<file path="src/rtl/demux2_buf.sv">
// demux2_buf: one valid/ready stream steered by s_sel into two FIFOs.
// Each channel drains independently; back-pressure on one never stalls the other.
module demux2_buf_fifo #(
  parameter int WIDTH = 32,
  parameter int DEPTH = 2,
  localparam int AW = $clog2(DEPTH),
  localparam int CW = AW + 1
) (
  input  logic             clk,
  input  logic             reset_n,
  input  logic             push_i,
  input  logic [WIDTH-1:0] wdata_i,
  input  logic             pop_i,
  output logic             full_o,
  output logic             valid_o,
  output logic [WIDTH-1:0] data_o,
  output logic [CW-1:0]    count_o
);

  logic [WIDTH-1:0] mem_q [DEPTH];
  logic [AW-1:0]    wptr_q, wptr_d;
  logic [AW-1:0]    rptr_q, rptr_d;
  logic [CW-1:0]    cnt_q, cnt_d;

  always_comb begin
    wptr_d = wptr_q;
    rptr_d = rptr_q;
    cnt_d  = cnt_q;
    if (push_i) wptr_d = wptr_q + AW'(1);
    if (pop_i)  rptr_d = rptr_q + AW'(1);
    if (push_i && !pop_i)
      cnt_d = cnt_q + CW'(1);
    else if (pop_i && !push_i)
      cnt_d = cnt_q - CW'(1);
  end

  always_ff @(posedge clk) begin
    if (!reset_n) begin
      wptr_q <= '0;
      rptr_q <= '0;
      cnt_q  <= '0;
    end else begin
      wptr_q <= wptr_d;
      rptr_q <= rptr_d;
      cnt_q  <= cnt_d;
    end
  end

  // Storage is never cleared; only the pointers define what is live.
  always_ff @(posedge clk) begin
    if (reset_n && push_i)
      mem_q[wptr_q] <= wdata_i;
  end

  assign full_o  = (cnt_q == CW'(DEPTH));
  assign valid_o = (cnt_q != '0);
  assign data_o  = mem_q[rptr_q];
  assign count_o = cnt_q;

endmodule

module demux2_buf #(
  parameter int WIDTH = 32,
  parameter int DEPTH = 2,
  localparam int CW = $clog2(DEPTH) + 1
) (
  input  logic             clk,
  input  logic             reset_n,
  input  logic             s_valid,
  output logic             s_ready,
  input  logic [WIDTH-1:0] s_data,
  input  logic             s_sel,
  output logic             m0_valid,
  input  logic             m0_ready,
  output logic [WIDTH-1:0] m0_data,
  output logic             m1_valid,
  input  logic             m1_ready,
  output logic [WIDTH-1:0] m1_data,
  output logic [CW-1:0]    count0,
  output logic [CW-1:0]    count1
);

  logic full0, full1;
  logic push0, push1;
  logic pop0, pop1;

  // Ready depends only on the selected channel's registered fullness.
  assign s_ready = s_sel ? !full1 : !full0;
  assign push0   = s_valid && s_ready && !s_sel;
  assign push1   = s_valid && s_ready &&  s_sel;
  assign pop0    = m0_valid && m0_ready;
  assign pop1    = m1_valid && m1_ready;

  demux2_buf_fifo #(
    .WIDTH (WIDTH),
    .DEPTH (DEPTH)
  ) u_ch0 (
    .clk     (clk),
    .reset_n (reset_n),
    .push_i  (push0),
    .wdata_i (s_data),
    .pop_i   (pop0),
    .full_o  (full0),
    .valid_o (m0_valid),
    .data_o  (m0_data),
    .count_o (count0)
  );

  demux2_buf_fifo #(
    .WIDTH (WIDTH),
    .DEPTH (DEPTH)
  ) u_ch1 (
    .clk     (clk),
    .reset_n (reset_n),
    .push_i  (push1),
    .wdata_i (s_data),
    .pop_i   (pop1),
    .full_o  (full1),
    .valid_o (m1_valid),
    .data_o  (m1_data),
    .count_o (count1)
  );

endmodule

</file>
<file path="config.mk">
export PLATFORM = sky130hd
export DESIGN_NAME = demux2_buf
export DESIGN_NICKNAME = d
export VERILOG_FILES = /design/src/rtl/demux2_buf.sv
export SDC_FILE = /design/constraint.sdc
export NUM_CORES = 1
export LEC_CHECK = 0
export BUFFER_PORTS_ARGS = -buffer_cell sky130_fd_sc_hd__buf_2
export CORE_ASPECT_RATIO = 1.25
export CORE_MARGIN = 3
export CORE_UTILIZATION = 54
export DETAILED_ROUTE_END_ITERATION = 10
export PLACE_DENSITY = 0.78
export SLEW_MARGIN = 10
export SYNTH_ARGS = -nofsm -noshare
export SYNTH_HDL_FRONTEND = slang
export SYNTH_HIERARCHICAL = 1
export SYNTH_SLANG_ARGS = --single-unit
export TNS_END_PERCENT = 20
</file>
<file path="constraint.sdc">
create_clock -name clk -period 4.59 [get_ports clk]
set_input_delay 1.377 -clock clk [delete_from_list [all_inputs] [get_ports clk]]
set_output_delay 1.377 -clock clk [all_outputs]
set_load 0.005 [all_outputs]
</file>
==> metrics.txt, run 1 <==
outcome=finished, final reports clean; largest net degree at the start of global routing=33; Slew Limit Fails=0; vias in the first global route=2577; crit path kind=register to output port; max cap viols=0; Clock Skew=6.81 ps; P_sw=822 uW; internal reg-to-reg setup slack=2130 ps; commonest non-fill, non-tap cell in the layout=edfxtp_1; P_int=2.76 mW; IO buf count=108; Worst-Margin Slew=1030 ps; worst-skew pair later-pin latency=400 ps; Crit Path Max Fanout=32; commonest cells after routing, fill and taps aside=edfxtp_1 (128), buf_2 (108), mux2_2 (60); synthesized instance count=251; number of fill cells=661; row cnt=39; H-tree levels=4; critical path required time=3210 ps; Final Net Count=410; n_diodes=0; Mapped Area=0.00511 mm^2; CTS clk-pin slew, worst paths=50 ps; Fin Hold WS=520 ps; min Tclk post-route=3220 ps; setup violators final=0; combinational power share=16.4%; CTS tree=done; clock network power share=39.1%; Remaining DRCs=0; clk buf depth=2; power after layout=3.58 mW; share of cells above drive strength 1=54.8%; fmax=311 MHz; Core ar.=0.00917 mm^2; Startpoint Class=register; DR vias=2551; number of buffers created by CTS=17; first-pass GRT wire length=13000 um; vias per std cell=5.04; GRT overflow=0; post-synthesis sequential area ratio=79.2%; post-CTS setup buffer count=0; WL/cell=16.8 um; relative slew slack=31.2%; Static Leak=2.37 nW; initial antenna violation count=0; die height=115 um; clk sinks=138; #FFs+latches synth=138; mean post-synth cell area=20.3 um^2; placer congestion estimate=0.715; HPWL after DPL=5310 um; Final Hold Vio Count=0; clock root buffer=clkbuf_16; First-pass DRT Iterations=4; Synth Warn #=6; RSZ-0062 raised after global routing=false; PostCTS Resize Cnt=0; distinct cell type count after synthesis=22; Detail Route Antenna Nets=0; Hold Buf Count CTS=0; sequential power share=44.5%; Final TNS setup=0 ps; gr usage total=17.0%; Worst EP arrival=1840 ps; PwrDens=558 mW/mm^2; die area=0.0107 mm^2; peak supply drop=0.000357 V; initial DRC count=143; syn nets=291; Net Sw Frac=23.0%; Synth-to-Final Area Change=25.7%; final worst path period share=70.2%; Hold/Removal Path Class=register to register; WL final=8510 um; Initial Util=55.7%; Ports=109; crit path capture type=output port; Horiz. Die Dim=93.0 um
==> cells in the mapped netlist <==
cell,n,share of area [%]
edfxtp_1,128,75
mux2_2,60,13
and2_1,10,1.2
dfxtp_1,10,3.9
buf_4,6,0.88
xor2_1,6,1.0
mux2_1,4,0.88
a21boi_1,2,0.29
and2b_2,2,0.34
and3_1,2,0.24
clkbuf_2,2,0.20
ha_1,2,0.49
inv_1,2,0.15
nand2_1,2,0.15
nor2_1,2,0.15
o21ai_0,2,0.20
or2_2,2,0.24
or3_1,2,0.24
xnor2_1,2,0.34
and3b_1,1,0.17
mux2i_1,1,0.20
nor3b_1,1,0.15
==> power groups by stage <==
stage / Clock, mW / Sequential, mW / Combinational [mW]
after global placement: 0 / 1.61 / 0.581
after global routing: 1.48 / 1.61 / 0.644
final: 1.40 / 1.59 / 0.587
after floorplan: 0 / 1.52 / 0.443
after CTS: 1.43 / 1.60 / 0.601
after detailed placement: 0 / 1.62 / 0.595
==> layer usage <==
metal | up-vias | GRT usage, % | routed length [um]
li1 | 1205 | - | -
met1 | 1262 | 18.9 | 3330
met3 | 11 | 6.31 | 517
met4 | 0 | 7.92 | 130
met2 | 73 | 29.0 | 4530
met5 | - | 0 | 0
==> per-stage QoR <==
| stage | setup slack (ps) | util (%) | area [um^2] | instances |
|---|---|---|---|---|
| 2_1_floorplan | 982 | - | 5110 | 251 |
| 3_3_place_gp | 1370 | 62.8 | 5770 | 474 |
| 3_5_place_dp | 1300 | 62.8 | 5770 | 474 |
| 4_1_cts | 1310 | 69.9 | 6420 | 506 |
| 5_1_grt | 1250 | 69.9 | 6420 | 506 |
| 6_report | 1370 | 69.9 | 6420 | 506 |
==> path summary, 6_finish.rpt <==
path | endpoint | cells past startpoint | from
worst max-delay path | m1_data[15] | 2 | register
worst min-delay path | u_ch1/count_o[1] | 2 | u_ch1/count_o[1]
worst max register to register | u_ch0/mem_q[0][21] | 4 | u_ch0/count_o[0]
worst min register to register | u_ch1/count_o[1] | 2 | u_ch1/count_o[1]
==> cell families (layout without fill, tap and decap cells) <==
family | after synthesis | count (layout) | share of synthesized area [%]
simple gates | 24 | 24 | 2.92
fa+ha+maj | 2 | 2 | 0.490
flops | 138 | 138 | 79.2
buf+inv | 10 | 142 | 1.23
mux | 65 | 65 | 14.3
compound gates | 4 | 4 | 0.490
xor+xnor | 8 | 8 | 1.37
==> state kept, by name, indices dropped and copies added, names as in the netlist, named ones only <==
signal and flops:
u_ch0/count_o 2, u_ch0/mem_q 64, u_ch0/rptr_q 1, u_ch0/wptr_q 1, u_ch1/count_o 2, u_ch1/mem_q 64
u_ch1/rptr_q 1, u_ch1/wptr_q 1
==> critical path, stage by stage, from the launching register on <==
cell and delay (ps):
dfxtp_2 870, mux2_2 430, buf_2 130
==> cell type report <==
type                            count  area (um^2)  area share, %
Sequential cell                   138         4050           63.1
Multi-Input combinational cell    103         1020           15.9
Clock buffer                       25          581           9.05
Timing Repair Buffer              108          541           8.42
Tap cell                          123          154           2.40
Clock inverter                      7         70.1           1.09
Inverter                            2         7.51          0.117
No activity file was read; power rests on OpenSTA's default activity.
==> inputs of run 2 (changes only) <==
==> constraint.sdc (replaced) <==
create_clock -name clk -period 3.25 [get_ports clk]
set_input_delay 0.975 -clock clk [delete_from_list [all_inputs] [get_ports clk]]
set_output_delay 0.975 -clock clk [all_outputs]
set_load 0.005 [all_outputs]
==> run 2 against run 1 <==
Net effect:
- setup slack lost 910 ps
- non-clock buffer count grew 5
- clock skew shrank 0.78 ps
- global-route usage grew 0.90 points
- worst hold slack lost 5.6 ps
- critical endpoint is now m0_data[16]
- final cell count grew 1.2%
- critical path type unchanged
- sequential power grew 37%
- largest cell class unchanged
- sequential share of layout area shrank 0.34 points
- highest routed layer unchanged
==> metrics.txt, run 2 (synthesized netlist as in run 1, its figures left out) <==
post-layout util=70.3%; Remaining DRCs=0; H-tree levels=4; final worst path period share=85.8%; Initial Util=55.7%; clock root buffer=clkbuf_16; IO buf count=108; worst-skew pair later-pin latency=400 ps; Static Leak=2.40 nW; First-pass DRT Iterations=6; gr usage total=17.9%; Core ar.=0.00917 mm^2; Final Cell Area=0.00645 mm^2; min Tclk post-route=2790 ps; CTS tree=done; share of cells above drive strength 1=54.4%; setup violators final=0; Fin Hold WS=515 ps; PwrDens=778 mW/mm^2; GRT overflow=0; DR vias=2595; Hold/Removal Path Class=register to register; crit path kind=register to output port; placer congestion estimate=0.734; Startpoint Class=register; Worst-Margin Slew=788 ps; post-CTS setup buffer count=0; Crit Path Max Fanout=32; critical path required time=2270 ps; Worst EP arrival=1810 ps; WL/cell=17.4 um; initial DRC count=117; number of buffers created by CTS=17; clk buf depth=2; Top Registers=u_ch0/mem_q: 64 flops, u_ch1/mem_q: 64 flops; largest net degree at the start of global routing=33; clk sinks=138; Post-DP Area=0.00584 mm^2; pre-CTS setup slack=672 ps; Ports=109; r2r startpoint=u_ch0/count_o[0]; CTS clk-pin slew, worst paths=60 ps; Detail Route Antenna Nets=0; final worst slack=461 ps; HP Start=u_ch1/count_o[1]; Synth-to-Final Area Change=26.3%; row cnt=39; Final Net Count=415; Clock Skew=6.03 ps; relative slew slack=47.5%; initial antenna violation count=1; HPWL after DPL=5770 um; first-pass GRT wire length=13900 um; Final TNS setup=0 ps; peak supply drop=0.000466 V; die area=0.0107 mm^2; die height=115 um; WL final=8890 um; RSZ-0062 raised after global routing=false; Slew Limit Fails=0; outcome=finished, final reports clean; commonest cells after routing, fill and taps aside=edfxtp_1 (128), buf_2 (108), mux2_2 (60); PostCTS Resize Cnt=0; Hold Buf Count CTS=0; vias in the first global route=2678; crit path capture type=output port; Final Hold Vio Count=0; vias per std cell=5.07; max cap viols=0; Horiz. Die Dim=93.0 um; fmax=359 MHz; commonest non-fill, non-tap cell in the layout=edfxtp_1
[run 2: changes by cell type in the layout (fill, tap and decap cells not counted), sizes merged]
cell / delta
buf: +5
bufinv: +2
clkinv: +1
clkinvlp: -3
diode: +1
[run 2: power by group]
part           internal (mW)  total (mW)  switching, mW
sequential              2.07        2.18          0.112
clock                   1.28        1.92          0.637
combinational          0.521       0.915          0.394
[run 2: final cells by class]
type | count | area, um^2
Antenna cell | 1 | 2.50
Clock buffer | 25 | 495
Clock inverter | 7 | 113
Fill cell | 612 | 2720
Inverter | 2 | 7.51
Multi-Input combinational cell | 103 | 1020
Sequential cell | 138 | 4050
Tap cell | 123 | 154
Timing Repair Buffer | 113 | 616
[run 2: final timing paths]
check / end / slack (ps) / depth (start not counted)
worst max-delay path: m0_data[16] / 460 / 2
worst min-delay path: u_ch1/count_o[1] / 510 / 2
worst max register to register: u_ch0/mem_q[0][1] / 1100 / 5
worst min register to register: u_ch1/count_o[1] / 510 / 2
[run 2: layer usage]
layer  vias to the layer above  track usage [%]  wire, um  share of wire, %
li1                       1216                -         -                 -
met1                      1282             20.5      3380                38
met2                        84             30.6      4820                54
met3                        13             6.31       474               5.3
met4                         0             7.43       211               2.4
met5                         -                0         0                 0
[run 2: stage by stage]
stage	total power [mW]	std cells
after detailed placement	3.15	479
after floorplan	2.78	251
after CTS	5.09	511
final	5.02	512
after global placement	3.12	479
after global routing	5.24	512
[run 2: critical path, stage by stage (launching register included)]
cell and delay (ps):
dfxtp_2 840, mux2_2 430, buf_2 130
==> inputs of run 3 (changes only) <==
--- a/config.mk
+++ b/config.mk
@@ -14,6 +14,5 @@
 export SLEW_MARGIN = 10
 export SYNTH_ARGS = -nofsm -noshare
 export SYNTH_HDL_FRONTEND = slang
-export SYNTH_HIERARCHICAL = 1
 export SYNTH_SLANG_ARGS = --single-unit
 export TNS_END_PERCENT = 20
==> run 3 against run 2 <==
Net effect:
- final cell count increased by 0.39%
- fmax decreased by 0.17%
- sequential cell count unchanged
- core utilization shrank 0.34 points
- combinational power shrank 2.8%
- setup slack lost 4.8 ps
- sequential share of layout area is 0.31 points higher
- sequential power barely moved
- largest power group unchanged
- highest routed layer unchanged
==> metrics.txt, run 3 <==
die area=0.0107 mm^2; placer congestion estimate=0.706; Synth area leaders=edfxtp_1 (75%), mux2_2 (13%), dfxtp_1 (3.9%), buf_4 (0.88%), mux2_1 (0.88%); count leader, synth=edfxtp_1; mux cell area share after synthesis=14.1%; Mapped Area=0.00510 mm^2; syn nets=293; crit path kind=register to output port; Synth-to-Final Area Change=25.9%; Horiz. Die Dim=92.9 um; Core ar.=0.00917 mm^2; die height=115 um; first-pass GRT wire length=14100 um; PostCTS Resize Cnt=0; peak supply drop=0.000461 V; final worst path period share=86.0%; clock root buffer=clkbuf_16; CTS clk-pin slew, worst paths=50 ps; Ports=109; max cap viols=0; post-synthesis sequential area ratio=79.3%; gr usage total=18.2%; DR vias=2656; initial antenna violation count=0; synthesized instance count=253; setup violators final=0; main combinational cell family by area after synthesis=multiplexers; clk sinks=138; Slew Limit Fails=0; HPWL after DPL=5990 um; initial DRC count=124; crit path capture type=output port; post-layout util=70.0%; commonest cells after routing, fill and taps aside=edfxtp_1 (128), buf_2 (108), mux2_2 (60); CP peak stage delay=840 ps; CTS tree=done; WL final=9100 um; fraction of the mapped netlist area in adder cells=0.491%; Synth Area in XOR/XNOR=1.03%; placed insts=482; Final Net Count=418; #FFs+latches synth=138; mean post-synth cell area=20.2 um^2; Crit Path Max Fanout=32; PwrDens=768 mW/mm^2; Commonest cells post-synth=edfxtp_1 (128), mux2_2 (60), dfxtp_1 (10); Hold Buf Count CTS=0; Final Hold Vio Count=0; power after layout=4.93 mW; share of the synthesized area in the top cell type=75.3%; synthesized-area fraction occupied by and/or/nand/nor cells=2.72%; Remaining DRCs=0; GRT overflow=0; row cnt=39; fin cells=514; relative slew slack=47.6%; Clock Skew=6.76 ps; outcome=finished, final reports clean; Synth async-reset ratio=0%; First-pass DRT Iterations=4; area leader, netlist=edfxtp_1; vias per std cell=5.17; Startpoint Class=register; number of buffers created by CTS=17; top_reg_cell synth=edfxtp_1; clk buf depth=2; vias in the first global route=2751; n_diodes=0; WL/cell=17.7 um; commonest non-fill, non-tap cell in the layout=edfxtp_1; Top Registers=u_ch0.mem_q: 64 flops, u_ch1.mem_q: 64 flops; IO buf count=108; H-tree levels=4; Worst-Margin Slew=786 ps; post-CTS setup buffer count=0; slowest stage cell, crit path=dfxtp_2; worst-path cell chain=mux2_2, buf_2; distinct cell type count after synthesis=28; fmax=358 MHz; Hold/Removal Path Class=register to register; Synth Warn #=0; Final TNS setup=0 ps; Initial Util=55.6%; Detail Route Antenna Nets=0; RSZ-0062 raised after global routing=false; Worst EP arrival=1820 ps; post-synthesis compound-gate area fraction=1.10%; largest net degree at the start of global routing=33; critical path required time=2270 ps; CP top delay family=flip-flops; Post-synth EDFFs=128; worst-skew pair later-pin latency=400 ps; CP bufs+invs=1; Static Leak=2.35 nW; min Tclk post-route=2790 ps; share of cells above drive strength 1=54.0%
-- run 3: cell types whose count changed after synthesis, moves of 2 or more --
| cell | previous run | this run |
|---|---|---|
| clkbuf_2 | 2 | 0 |
| clkbuf_1 | 0 | 3 |
| xnor2_1 | 2 | 4 |
| xor2_1 | 6 | 2 |
| o21ai_1 | 0 | 2 |
| and2b_2 | 2 | 0 |
| and2_1 | 10 | 6 |
| nand2_1 | 2 | 4 |
-- run 3: path summary, 6_finish.rpt --
| check | start | to | slack, ps | depth (start not counted) |
|---|---|---|---|---|
| hold reg to reg | u_ch0.wptr_q | u_ch0.wptr_q | 520 | 2 |
| hold / removal | u_ch0.wptr_q | u_ch0.wptr_q | 520 | 2 |
| setup reg to reg | u_ch1.count_o[0] | u_ch1.mem_q[1][0] | 1250 | 4 |
| setup / recovery | register | m1_data[8] | 460 | 2 |
-- run 3: cells by family after synthesis --
family / Yosys count
compound gates: 9
buf+inv: 11
simple gates: 23
flops: 138
fa+ha+maj: 2
mux: 64
xor+xnor: 6
-- run 3: cell type report --
type,count,area [um^2]
flip-flops and latches,138,4050
fillers,628,2750
multi-input cells,104,1030
repair buffers,115,606
clock buffers,24,482
well taps,123,154
clock inverters,8,92.6
inverters,2,7.51
-- run 3: metal layers --
metal,wire length [um],GRT usage (%)
met1,3590,20.8
met2,4790,30.3
met3,565,6.38
met4,154,8.80
met5,0,0
-- run 3: worst reg2reg max path, stage by stage, from the launching register on --
cell	delay, ps
dfxtp_1	430
nand2b_1	190
nand4_1	260
nor2_4	450
buf_4	350
-- run 3: power breakdown --
group | internal [mW] | total (mW) | switching, mW
logic | 0.518 | 0.889 | 0.370
clock network | 1.18 | 1.83 | 0.643
registers | 2.07 | 2.21 | 0.147
total | 3.77 | 4.93 | 1.16
-- run 3: through the flow --
step | hold WS [ps] | instance area [um^2] | worst slack (ps)
global route | 548 | 6420 | 354
detailed placement | 523 | 5850 | 659
floorplan | 457 | 5120 | -87.2
finish | 525 | 6420 | 456
global placement | 494 | 5850 | 693
CTS | 532 | 6420 | 407
